--- src/rtl/hazard_unit_mc.sv ---
// Hazard controller for the 5-stage core: forwarding, load-use, branch flush,
// multi-cycle mul/div tracking and memory-wait freeze. Optional perf counters under `HAZARD_PERF_EN`.
module hazard_unit_mc #(
    parameter int REG_AW = 5,
    parameter int MD_LAT = 4,
    parameter int CNT_W  = 16
) (
    input  logic              clk,
    input  logic              reset,
    input  logic [REG_AW-1:0] Rs1D,
    input  logic [REG_AW-1:0] Rs2D,
    input  logic [REG_AW-1:0] Rs1E,
    input  logic [REG_AW-1:0] Rs2E,
    input  logic [REG_AW-1:0] RdE,
    input  logic [REG_AW-1:0] RdM,
    input  logic [REG_AW-1:0] RdW,
    input  logic              PCSrcE,
    input  logic              ResultSrcEb0,
    input  logic              RegWriteM,
    input  logic              RegWriteW,
    input  logic              MdStartE,
    input  logic              MemReqM,
    input  logic              MemReadyM,
    output logic              StallF,
    output logic              StallD,
    output logic              StallE,
    output logic              StallM,
    output logic              FlushD,
    output logic              FlushE,
    output logic              FlushM,
    output logic              FlushW,
    output logic [1:0]        ForwardAE,
    output logic [1:0]        ForwardBE,
    output logic              MdBusy,
    output logic              MdDoneE,
    output logic [CNT_W-1:0]  LuStallCnt,
    output logic [CNT_W-1:0]  MdStallCnt,
    output logic [CNT_W-1:0]  MemStallCnt,
    output logic [CNT_W-1:0]  FlushCnt
);

    localparam int MDC_W = $clog2(MD_LAT);
    localparam logic [MDC_W-1:0] MDC_LOAD = MDC_W'(MD_LAT - 2);

    typedef enum logic [1:0] {
        S_RUN  = 2'd0,
        S_BUSY = 2'd1,
        S_HOLD = 2'd2
    } state_t;

    state_t           r_state;
    state_t           w_state_nxt;
    logic [MDC_W-1:0] r_cnt;
    logic [MDC_W-1:0] w_cnt_nxt;
    logic             w_mem_stall;
    logic             w_lw_stall;
    logic             w_md_stall;
    logic             w_md_done;

    // M-stage result wins over W-stage when both write the same register.
    assign ForwardAE = ((Rs1E != '0) && (Rs1E == RdM) && RegWriteM) ? 2'b10 :
                       ((Rs1E != '0) && (Rs1E == RdW) && RegWriteW) ? 2'b01 : 2'b00;
    assign ForwardBE = ((Rs2E != '0) && (Rs2E == RdM) && RegWriteM) ? 2'b10 :
                       ((Rs2E != '0) && (Rs2E == RdW) && RegWriteW) ? 2'b01 : 2'b00;

    assign w_mem_stall = MemReqM & ~MemReadyM;
    assign w_lw_stall  = ResultSrcEb0 & (RdE != '0) & ((Rs1D == RdE) | (Rs2D == RdE));

    always_ff @(posedge clk or posedge reset) begin
        if (reset) begin
            r_state <= S_RUN;
            r_cnt   <= '0;
        end else begin
            r_state <= w_state_nxt;
            r_cnt   <= w_cnt_nxt;
        end
    end

    // The down-counter runs through a memory wait; only completion is deferred via HOLD.
    always_comb begin
        w_state_nxt = r_state;
        w_cnt_nxt   = r_cnt;
        w_md_stall  = 1'b0;
        w_md_done   = 1'b0;
        case (r_state)
            S_RUN: begin
                if (MdStartE) begin
                    w_md_stall  = 1'b1;
                    w_cnt_nxt   = MDC_LOAD;
                    w_state_nxt = S_BUSY;
                end
            end
            S_BUSY: begin
                if (r_cnt != '0) begin
                    w_md_stall = 1'b1;
                    w_cnt_nxt  = r_cnt - 1'b1;
                end else if (!w_mem_stall) begin
                    w_md_done   = 1'b1;
                    w_state_nxt = S_RUN;
                end else begin
                    w_state_nxt = S_HOLD;
                end
            end
            S_HOLD: begin
                if (w_mem_stall) begin
                    w_md_stall = 1'b1;
                end else begin
                    w_md_done   = 1'b1;
                    w_state_nxt = S_RUN;
                end
            end
            default: begin
                w_state_nxt = S_RUN;
            end
        endcase
    end

    assign MdBusy  = (r_state != S_RUN);
    assign MdDoneE = w_md_done;

    assign StallM = w_mem_stall;
    assign FlushW = w_mem_stall;
    assign StallE = w_mem_stall | w_md_stall;
    assign FlushM = w_md_stall & ~w_mem_stall;
    assign StallF = StallE | w_lw_stall;
    assign StallD = StallE | w_lw_stall;
    // A branch held behind a stall flushes in the release cycle.
    assign FlushE = ~StallE & (w_lw_stall | PCSrcE);
    assign FlushD = ~StallE & PCSrcE;

`ifdef HAZARD_PERF_EN
    logic [CNT_W-1:0] r_lu_cnt;
    logic [CNT_W-1:0] r_md_cnt;
    logic [CNT_W-1:0] r_mem_cnt;
    logic [CNT_W-1:0] r_fl_cnt;

    function automatic logic [CNT_W-1:0] sat_inc(input logic [CNT_W-1:0] v, input logic en);
        return (en && (v != '1)) ? v + 1'b1 : v;
    endfunction

    always_ff @(posedge clk or posedge reset) begin
        if (reset) begin
            r_lu_cnt  <= '0;
            r_md_cnt  <= '0;
            r_mem_cnt <= '0;
            r_fl_cnt  <= '0;
        end else begin
            r_lu_cnt  <= sat_inc(r_lu_cnt, w_lw_stall & ~StallE);
            r_md_cnt  <= sat_inc(r_md_cnt, w_md_stall);
            r_mem_cnt <= sat_inc(r_mem_cnt, w_mem_stall);
            r_fl_cnt  <= sat_inc(r_fl_cnt, FlushD | FlushE);
        end
    end

    assign LuStallCnt  = r_lu_cnt;
    assign MdStallCnt  = r_md_cnt;
    assign MemStallCnt = r_mem_cnt;
    assign FlushCnt    = r_fl_cnt;
`else
    assign LuStallCnt  = '0;
    assign MdStallCnt  = '0;
    assign MemStallCnt = '0;
    assign FlushCnt    = '0;
`endif

endmodule
--- config.mk ---
export PLATFORM = sky130hd
export DESIGN_NAME = hazard_unit_mc
export DESIGN_NICKNAME = d
export VERILOG_FILES = /design/src/rtl/hazard_unit_mc.sv
export SDC_FILE = /design/constraint.sdc
export NUM_CORES = 1
export LEC_CHECK = 0
export ABC_CLOCK_PERIOD_IN_PS = 1800
export BUFFER_PORTS_ARGS = -buffer_cell sky130_fd_sc_hd__clkbuf_2
export CAP_MARGIN = 20
export CORE_UTILIZATION = 38
export CTS_CLUSTER_DIAMETER = 100
export CTS_CLUSTER_SIZE = 8
export DETAILED_ROUTE_END_ITERATION = 10
export GPL_TIMING_DRIVEN = 0
export PLACE_DENSITY = 0.83
export SKIP_LAST_GASP = 1
export SYNTH_ARGS = -nofsm -noshare
export SYNTH_HDL_FRONTEND = slang
export SYNTH_SLANG_ARGS = --single-unit
--- constraint.sdc ---
create_clock -name clk -period 1.8 [get_ports clk]
set_clock_uncertainty 0.15 [all_clocks]
set_input_delay 0.18 -clock clk [delete_from_list [all_inputs] [get_ports clk]]
set_output_delay 0.18 -clock clk [all_outputs]
set_load 0.005 [all_outputs]
==> results of run 1 <==
-- sequential cells by signal, summed over array words and instances (netlist names) --
register / count
r_cnt: 2
r_state: 2
-- timing repair --
item,in CTS,in global routing
cloned,0,0
gates resized for setup,17,13
setup buffers,9,3
setup endpoints to repair,6,8
endpoints found under the hold margin,4,0
pin swaps,4,7
hold buffers,1,0
-- worst max-delay path, delay by kind of cell (launching register included) --
kind	cells	cell delay, ns
fa+ha+maj	1	0.13
compound gates	2	0.34
simple gates	2	0.20
buf+inv	3	0.30
flops	1	0.38
-- where the power goes --
| part | switching (uW) | internal (uW) |
|---|---|---|
| registers | 46.2 | 140 |
| logic | 602 | 775 |
| clock network | 44.3 | 75.1 |
-- cell families (layout without fill, tap and decap cells) --
family	after synthesis	after routing
muxes	1	1
xor gates and xnor gates	30	30
AOI/OAI and AO/OA	12	12
and+or+nand+nor	39	39
buffers and inverters	74	147
other	1	64
adders and majority gates	6	6
DFF	4	4
-- metrics by stage --
stage | cells | TNS (ns)
2_1_floorplan | 230 | 0
3_3_place_gp | 331 | -0.173
3_5_place_dp | 331 | -0.293
4_1_cts | 344 | -0.239
5_1_grt | 347 | -0.912
6_report | 347 | -0.522
-- cells in the final DEF, fill, tap and decap left out, drive strengths merged, types with 2 or more instances in the layout --
cell type	netlist	layout
nand3	2	2
ha	6	6
or4	3	3
xnor2	16	16
inv	8	8
clkbuf	0	55
nor2	9	9
nor3	2	2
nand4	4	4
dfrtp	4	4
buf	66	83
nand2b	3	3
o21ai	2	2
a21oi	3	3
nand2	10	10
xor2	14	14
nor4	4	4
conb	1	64
-- layout make-up --
cell class	instances	share of cell area
Multi-Input combinational cell	152	0.472
Buffer	66	0.236
Timing Repair Buffer	70	0.193
Sequential cell	4	0.0480
Tap cell	44	0.0261
Inverter	8	0.0142
Clock buffer	3	0.0107
-- metal layers --
metal	share of wire	up-vias	track usage
met4	0.012	0	0.0844
met3	0.060	4	0.0277
met5	0	-	0
li1	-	686	-
met2	0.60	48	0.334
met1	0.33	561	0.155
-- worst max path at each step --
stage | from | to
floorplan | r_state[1] | StallF
global placement | r_state[1] | StallF
detailed placement | r_state[1] | StallF
CTS | r_cnt[1] | StallF
global route | r_state[0] | StallF
finish | r_cnt[0] | StallF
==> reports/results.tsv, run 1 <==
stage	metric	value	unit
critical_path	CP max-delay cell	dfrtp_1	
die	Die ar.	3670	sq um
yosys	cell with the most instances after synthesis	buf_4	
power_and_ir_drop	VDD IR-drop max	0.000295	V
routing	via count	1299	
yosys	largest cells by area after synthesis	buf_4 38%, xnor2_1 11%, xor2_1 9.4%	
timing	RSZ-0062 raised after global routing	true	
critical_path	r2r setup slk	0.18	ns
yosys	Synth Area in Compound Gates	0.0633	
yosys	Unique masters post-synth	29	
layout	Post-Route Utilization	0.670	
yosys	dominant cell type by area after synthesis	buf_4	
place	Placed Area	1880	sq um
yosys	xor/xnor share of the synthesized area	0.201	
routing	via-per-instance ratio	3.74	
yosys	Post-Syn Instances	167	
hold_path	min-delay src	MdStartE	
die	Die Ht	60.6	um
yosys	main combinational cell family by area after synthesis	buffers and inverters	
clock_network	clock root buffer master	clkbuf_4	
status	failing checks	negative setup slack	
critical_path	critical path fanouts, max	3	
hold_path	worst hold endpoint	r_cnt[1]	
critical_path	CP cell instances	inv_2, ha_4, nand2b_4, a21o_1, nand2_2, o21bai_4, buf_6, buf_6	
clock_network	clk_lat worst skew	0.25	ns
timing	final setup violation count	6	
yosys	EDFF count, synth	0	
grt	first-pass GRT wire length	4.57	mm
layout	FILL cells	319	
clock_network	register clock-pin slew on the reported worst setup and hold paths	0.04	ns
yosys	syn_area_per_cell	7.81	sq um
critical_path	crit path kind	register to primary output	
clock_network	TritonCTS clock tree	yes	
timing	Hold WS	0.0372	ns
layout	layout cells sized above 1	0.531	
critical_path	Critical Path RT	1.47	ns
status	status	complete, but fails checks	
clock_network	CTS sink cnt	4	
place	input/output buffers	57	
die	core area	3150	sq um
power_and_ir_drop	Pleak	0.00123	uW
critical_path	CP Launch Type	register	
routing	number of remaining DRC errors	0	
critical_path	Arrival @ worst endpoint	1.61	ns
yosys	Yosys warnings	0	
place	post-detail-place hpwl	2.66	mm
grt	antenna violations before repair	0	
die	Core Rows	20	
power_and_ir_drop	Tot Pwr	1680	uW
layout	sequential cell area	101	sq um
clock_network	clock buffer depth	2	
yosys	post-synthesis register bit count	4	
yosys	simple-gate share of the synthesized area	0.187	
die	IO Count	122	
yosys	Post-synth ARST share	1.00	
grt	all-layer global routing usage	0.165	
timing	relative slew slack	0.668	
layout	Nets	355	
clock_network	cts bufs inserted	3	
clock_network	htree depth	1	
routing	DRT antenna net count	0	
job	max-cap violation count	0	
critical_path	worst r2r src	r_state[0]	
timing	number of hold violations in the final report	0	
critical_path	Critical Path End Type	primary output	
critical_path	CP max stage delay	0.38	ns
die	Initial Util	0.414	
yosys	Seq/Total Area, Yosys	0.0767	
layout	area grow syn2layout	61.8	%
routing	DRT Pass-1 Iters	3	
yosys	Synth Cell Area	1310	sq um
yosys	Synth top cells by count	66 x buf_4, 16 x xnor2_1, 14 x xor2_1	
grt	vias in the first global route	1131	
timing	post-route setup slack	-0.144	ns
timing	fin crit period	1.94	ns
power_and_ir_drop	pwr/cell area	796	nW/um^2
yosys	Synth Area in Adders	0.0575	
timing	Fmax	514	MHz
timing	period utilization	1.08	
routing	Starting DRT DRC Count	20	
grt	aggregate global routing overflow	0	
place	GP Congestion	0.837	
layout	footprint of the multi-input gates	996	sq um
yosys	Synth top area share	0.380	
yosys	ys flop type	dfrtp_1	
yosys	multiplexer area fraction after synthesis	0.00863	
grt	pin count of the biggest net entering global routing	8	
critical_path	Critical Path Most Common Cell	buf_6	
timing	max-slew violations	0	
timing	Slew @ Worst Pin	0.493	ns
hold_path	hold depth	2	
critical_path	Reg2Reg Depth	6	
routing	wire per inst	9.37	um
die	Die W	60.6	um
critical_path	terminus of the critical flop-to-flop path	r_state[0]	
hold_path	worst min path class	input pin to register	
layout	n_diodes	0	
layout	Design Area, Final	2110	sq um
routing	final wirelength	3.25	mm
place	dpl ws	-0.138	ns
Note: power is estimated with default switching activity, not from simulation.
==> run 2: changes to the inputs <==
Settings changed: CAP_MARGIN 20 to default, CELL_PAD_IN_SITES_DETAIL_PLACEMENT from default to 1, CELL_PAD_IN_SITES_GLOBAL_PLACEMENT from default to 1, CORE_UTILIZATION 38 to 24, PLACE_DENSITY 0.83 to default, PLACE_DENSITY_LB_ADDON from default to 0.1.
==> reports/results.tsv, run 2 (synthesis results as in run 1) <==
stage	metric	value	unit	change
layout	n_diodes	0		unchanged
critical_path	terminus of the critical flop-to-flop path	r_state[0]		
die	Die ar.	5740	sq um	+56%
routing	Starting DRT DRC Count	17		-15%
die	Die W	75.7	um	+25%
critical_path	Worst Setup SP	r_cnt[1]		
timing	max-slew violations	0		unchanged
layout	area grow syn2layout	65.0	%	
grt	antenna violations before repair	0		unchanged
layout	Nets	357		+0.56%
routing	Max Used Layer	met4		
clock_network	cts bufs inserted	3		unchanged
power_and_ir_drop	VDD IR-drop max	0.000297	V	+0.61%
die	Core Rows	26		+30%
layout	commonest non-fill, non-tap cell in the layout	buf_4		
place	input/output buffers	57		unchanged
die	Die Ht	75.7	um	+25%
place	GP Congestion	0.778		-7.0%
timing	RSZ-0062 raised after global routing	true		
timing	final setup violation count	4		-2
timing	Fmax	523	MHz	+1.6%
hold_path	worst min path class	input pin to register		
grt	aggregate global routing overflow	0		unchanged
clock_network	clk_lat worst skew	0.22	ns	-0.03 ns
routing	metal1 wirelength	1.18	mm	+10%
power_and_ir_drop	pwr/cell area	830	nW/um^2	+4.3%
layout	sequential cell area	101	sq um	unchanged
critical_path	crit path to	StallF		
critical_path	worst r2r src	r_state[1]		
critical_path	Arrival @ worst endpoint	1.58	ns	-0.03 ns
critical_path	Reg2Reg Depth	7		+1
layout	Regs by FF count	r_cnt: 2 flops, r_state: 2 flops		
routing	DRT antenna net count	0		unchanged
die	Initial Util	0.252		-0.162
routing	via count	1319		+1.5%
timing	period utilization	1.06		-0.0173
clock_network	register clock-pin slew on the reported worst setup and hold paths	0.03	ns	about the same
timing	number of hold violations in the final report	0		unchanged
critical_path	Critical Path RT	1.47	ns	about the same
grt	all-layer global routing usage	0.111		-0.0543
grt	pin count of the biggest net entering global routing	8		unchanged
clock_network	htree depth	1		unchanged
timing	relative slew slack	0.667		-0.000864
grt	first-pass GRT wire length	4.87	mm	+6.7%
routing	wire per inst	8.70	um	-7.2%
layout	most frequent cells in the layout	79 x buf_4, 64 x conb_1, 53 x clkbuf_2		
routing	WL met2	1.79	mm	-8.4%
clock_network	TritonCTS clock tree	yes		
grt	vias in the first global route	1180		+4.3%
timing	fin crit period	1.91	ns	-0.0312 ns
routing	number of remaining DRC errors	0		unchanged
critical_path	r2r setup slk	0.11	ns	-0.07 ns
status	status	complete, but fails checks		
layout	layout cells sized above 1	0.534		+0.00307
critical_path	critical path fanouts, max	3		unchanged
layout	Design Area, Final	2150	sq um	+2.0%
routing	DRT Pass-1 Iters	4		+1
place	post-detail-place hpwl	2.90	mm	+9.1%
timing	post-route setup slack	-0.113	ns	+0.0312 ns
timing	Setup TNS	-0.248	ns	+0.274 ns
clock_network	clock root buffer master	clkbuf_8		
timing	Slew @ Worst Pin	0.495	ns	+0.00128 ns
clock_network	CTS sink cnt	4		unchanged
clock_network	clock buffer depth	2		unchanged
routing	metal3 WL	255	um	+31%
place	Placed Area	1910	sq um	+1.7%
power_and_ir_drop	Pleak	0.00124	uW	+0.98%
layout	FILL cells	684		+110%
critical_path	CP Launch Type	register		
die	core area	5170	sq um	+64%
routing	via-per-instance ratio	3.52		-6.0%
layout	footprint of the multi-input gates	987	sq um	-0.88%
job	max-cap violation count	0		unchanged
routing	final wirelength	3.26	mm	+0.34%
critical_path	crit path kind	register to primary output		
critical_path	Critical Path End Type	primary output		
status	failing checks	negative setup slack		
die	IO Count	122		unchanged
-- run 2: per-stage QoR --
stage	total power, uW	std cells	hold WS [ns]	setup slack [ns]	utilization
floorplan	832	230	-0.204	0.0767	-
global placement	1120	357	-0.102	-0.161	0.370
detailed placement	1130	357	-0.103	-0.175	0.370
CTS	1670	370	0.0397	-0.0900	0.406
global route	1960	375	0.0513	-0.187	0.416
finish	1790	375	0.0383	-0.113	0.416
-- run 2: layout make-up --
class                      count  area share
tap                           70      0.0407
sequential                     4      0.0471
timing repair buffer          72       0.189
buffer                        66       0.232
inverter                       8      0.0139
clock buffer                   3      0.0192
multi-input combinational    152       0.458
-- run 2: what timing repair did --
action                                 in CTS  in global routing
pin swaps                                   2                  4
hold buffers                                1                  0
setup endpoints to repair                   6                  7
endpoints found under the hold margin       4                  0
buffers inserted                            9                  5
resized for setup                          16                  6
-- run 2: routing by layer --
| metal | vias up | global-route usage |
|---|---|---|
| li1 | 692 | - |
| met5 | - | 0 |
| met1 | 563 | 0.117 |
| met4 | 0 | 0.0370 |
| met3 | 5 | 0.0238 |
| met2 | 59 | 0.213 |
-- run 2: power breakdown --
| group | internal (uW) | switching [uW] |
|---|---|---|
| combinational | 807 | 599 |
| clock | 143 | 50.4 |
| sequential | 140 | 48.7 |
-- run 2: worst min path at each step --
stage | depth (start not counted) | to | start
2_1_floorplan | 1 | r_cnt[0] | reset
3_3_place_gp | 2 | r_cnt[0] | reset
3_5_place_dp | 2 | r_cnt[1] | reset
4_1_cts | 2 | r_cnt[1] | MdStartE
5_1_grt | 2 | r_cnt[1] | MdStartE
6_report | 2 | r_cnt[1] | MdStartE
-- run 2: worst max-delay path, cell delays in order, from the launching register on --
cell      delay, ns
dfrtp_1        0.39
inv_2          0.08
ha_4           0.14
nand2b_4       0.12
a21o_1         0.14
nand2_2        0.08
o21bai_4       0.19
buf_6          0.12
buf_6          0.10
==> run 3: changes to the inputs <==
Settings changed: BUFFER_PORTS_ARGS -buffer_cell sky130_fd_sc_hd__clkbuf_2 to -buffer_cell sky130_fd_sc_hd__buf_2.
==> reports/results.tsv, run 3 (synthesis results as in run 1) <==
stage	metric	value	unit	change
critical_path	Critical Path Most Common Cell	buf_6		
critical_path	WP buf/inv	3		unchanged
critical_path	CP cell instances	inv_2, ha_4, nand2b_4, a21o_1, nand2_2, o21bai_4, buf_6, buf_6		
grt	vias in the first global route	1165		-1.3%
die	Core Rows	26		unchanged
timing	RSZ-0062 raised after global routing	true		
routing	DRT antenna net count	0		unchanged
die	IO Count	122		unchanged
die	Initial Util	0.252		unchanged
die	core area	5170	sq um	unchanged
critical_path	CP Launch Type	register		
hold_path	worst min path class	input pin to register		
clock_network	cts bufs inserted	3		unchanged
grt	antenna violations before repair	0		unchanged
timing	Fmax	523	MHz	about the same
die	Die ar.	5740	sq um	unchanged
layout	footprint of the multi-input gates	990	sq um	+0.25%
timing	final setup violation count	4		unchanged
layout	layout cells sized above 1	0.532		-0.00286
timing	max-slew violations	0		unchanged
status	status	complete, but fails checks		
clock_network	CTS sink cnt	4		unchanged
timing	fin crit period	1.91	ns	-0.00174 ns
critical_path	critical path fanouts, max	3		unchanged
layout	n_diodes	0		unchanged
layout	Nets	353		-1.1%
critical_path	CP max-delay cell	dfrtp_1		
critical_path	Critical Path RT	1.47	ns	about the same
critical_path	r2r setup slk	0.16	ns	+0.05 ns
routing	via count	1291		-2.1%
clock_network	clk_lat worst skew	0.22	ns	about the same
layout	FILL cells	688		+0.58%
place	post-detail-place hpwl	2.93	mm	+1.1%
die	Die W	75.7	um	unchanged
grt	aggregate global routing overflow	0		unchanged
critical_path	crit path kind	register to primary output		
grt	all-layer global routing usage	0.111		unchanged
clock_network	clock buffer depth	2		unchanged
job	max-cap violation count	0		unchanged
place	dpl ws	-0.182	ns	-0.00652 ns
timing	number of hold violations in the final report	0		unchanged
critical_path	Critical Path End Type	primary output		
layout	sequential cell area	101	sq um	unchanged
layout	Regs by FF count	r_cnt: 2 flops, r_state: 2 flops		
critical_path	CP top delay family	flip-flops		
clock_network	TritonCTS clock tree	yes		
power_and_ir_drop	VDD IR-drop max	0.000305	V	+2.9%
layout	commonest non-fill, non-tap cell in the layout	buf_4		
place	input/output buffers	57		unchanged
timing	post-route setup slack	-0.111	ns	+0.00174 ns
grt	first-pass GRT wire length	4.87	mm	unchanged
routing	number of remaining DRC errors	0		unchanged
status	failing checks	negative setup slack		
power_and_ir_drop	pwr/cell area	810	nW/um^2	-2.5%
routing	Starting DRT DRC Count	11		-6
routing	via-per-instance ratio	3.48		-1.1%
critical_path	CP max stage delay	0.39	ns	about the same
clock_network	clock root buffer master	clkbuf_8		
timing	Setup TNS	-0.261	ns	-0.0132 ns
layout	Post-Route Utilization	0.411		-0.00532
timing	Hold WS	0.0583	ns	+0.0200 ns
timing	period utilization	1.06		about the same
critical_path	Arrival @ worst endpoint	1.58	ns	about the same
place	GP Congestion	0.776		-0.30%
routing	wire per inst	8.82	um	+1.5%
layout	most frequent cells in the layout	75 x buf_4, 64 x conb_1, 56 x buf_2		
routing	DRT Pass-1 Iters	4		unchanged
grt	pin count of the biggest net entering global routing	8		unchanged
die	Die Ht	75.7	um	unchanged
clock_network	register clock-pin slew on the reported worst setup and hold paths	0.03	ns	about the same
routing	final wirelength	3.27	mm	+0.37%
clock_network	htree depth	1		unchanged
power_and_ir_drop	Pleak	0.00122	uW	-2.0%
layout	area grow syn2layout	62.9	%	
run 3: cell count changes in the layout (fill, tap and decap cells not counted):
cell      previous run  this run
buf_4               79        75
buf_2                3        56
nand2_2              1         2
clkbuf_2            53         0
nand2_1              9         8
run 3: stage by stage:
step           cells  power [uW]  cell area, sq um
6_report         371        1720              2130
3_3_place_gp     357        1120              1910
2_1_floorplan    230         832              1540
4_1_cts          369        1690              2110
5_1_grt          371        1900              2130
3_5_place_dp     357        1140              1910
run 3: worst reg2reg max path, cell delays in order, from the launching register on:
cell and delay, ns:
dfrtp_2 0.44, inv_2 0.09, ha_4 0.15, buf_4 0.12, nand2b_1 0.11, nand3_1 0.13
mux2_2 0.34
run 3: worst paths after layout:
check,startpoint,to,depth (start not counted)
setup reg to reg,r_state[0],r_state[0],6
min in group asynchronous,reset,r_cnt[1],3
hold reg to reg,r_state[0],r_state[0],1
hold / removal,MdStartE,r_cnt[1],2
max in group asynchronous,reset,r_state[0],3
setup / recovery,r_cnt[0],StallF,8
run 3: layout make-up:
class,instances,share of cell area
inverter,8,0.0141
clock buffer,3,0.0194
buffer,66,0.235
timing repair buffer,68,0.177
multi-input combinational,152,0.466
sequential,4,0.0477
tap,70,0.0412
run 3: routing by layer:
metal	routed length, um	vias up	track usage
met5	0	-	0
met1	1180	547	0.117
li1	-	680	-
met2	1790	57	0.219
met4	58	0	0.0329
met3	246	7	0.0185
run 3: where the power goes:
group	switching (uW)	internal (uW)	leakage, uW
Clock	44.8	142	0.0000216
Combinational	589	755	0.00115
Sequential	50.0	140	0.0000477
run 3: timing repair:
action,in CTS,in global routing
pin swaps,2,5
setup endpoints to repair,6,6
resized for setup,18,2
setup buffers,8,2
endpoints found under the hold margin,4,0
hold buffers,1,0
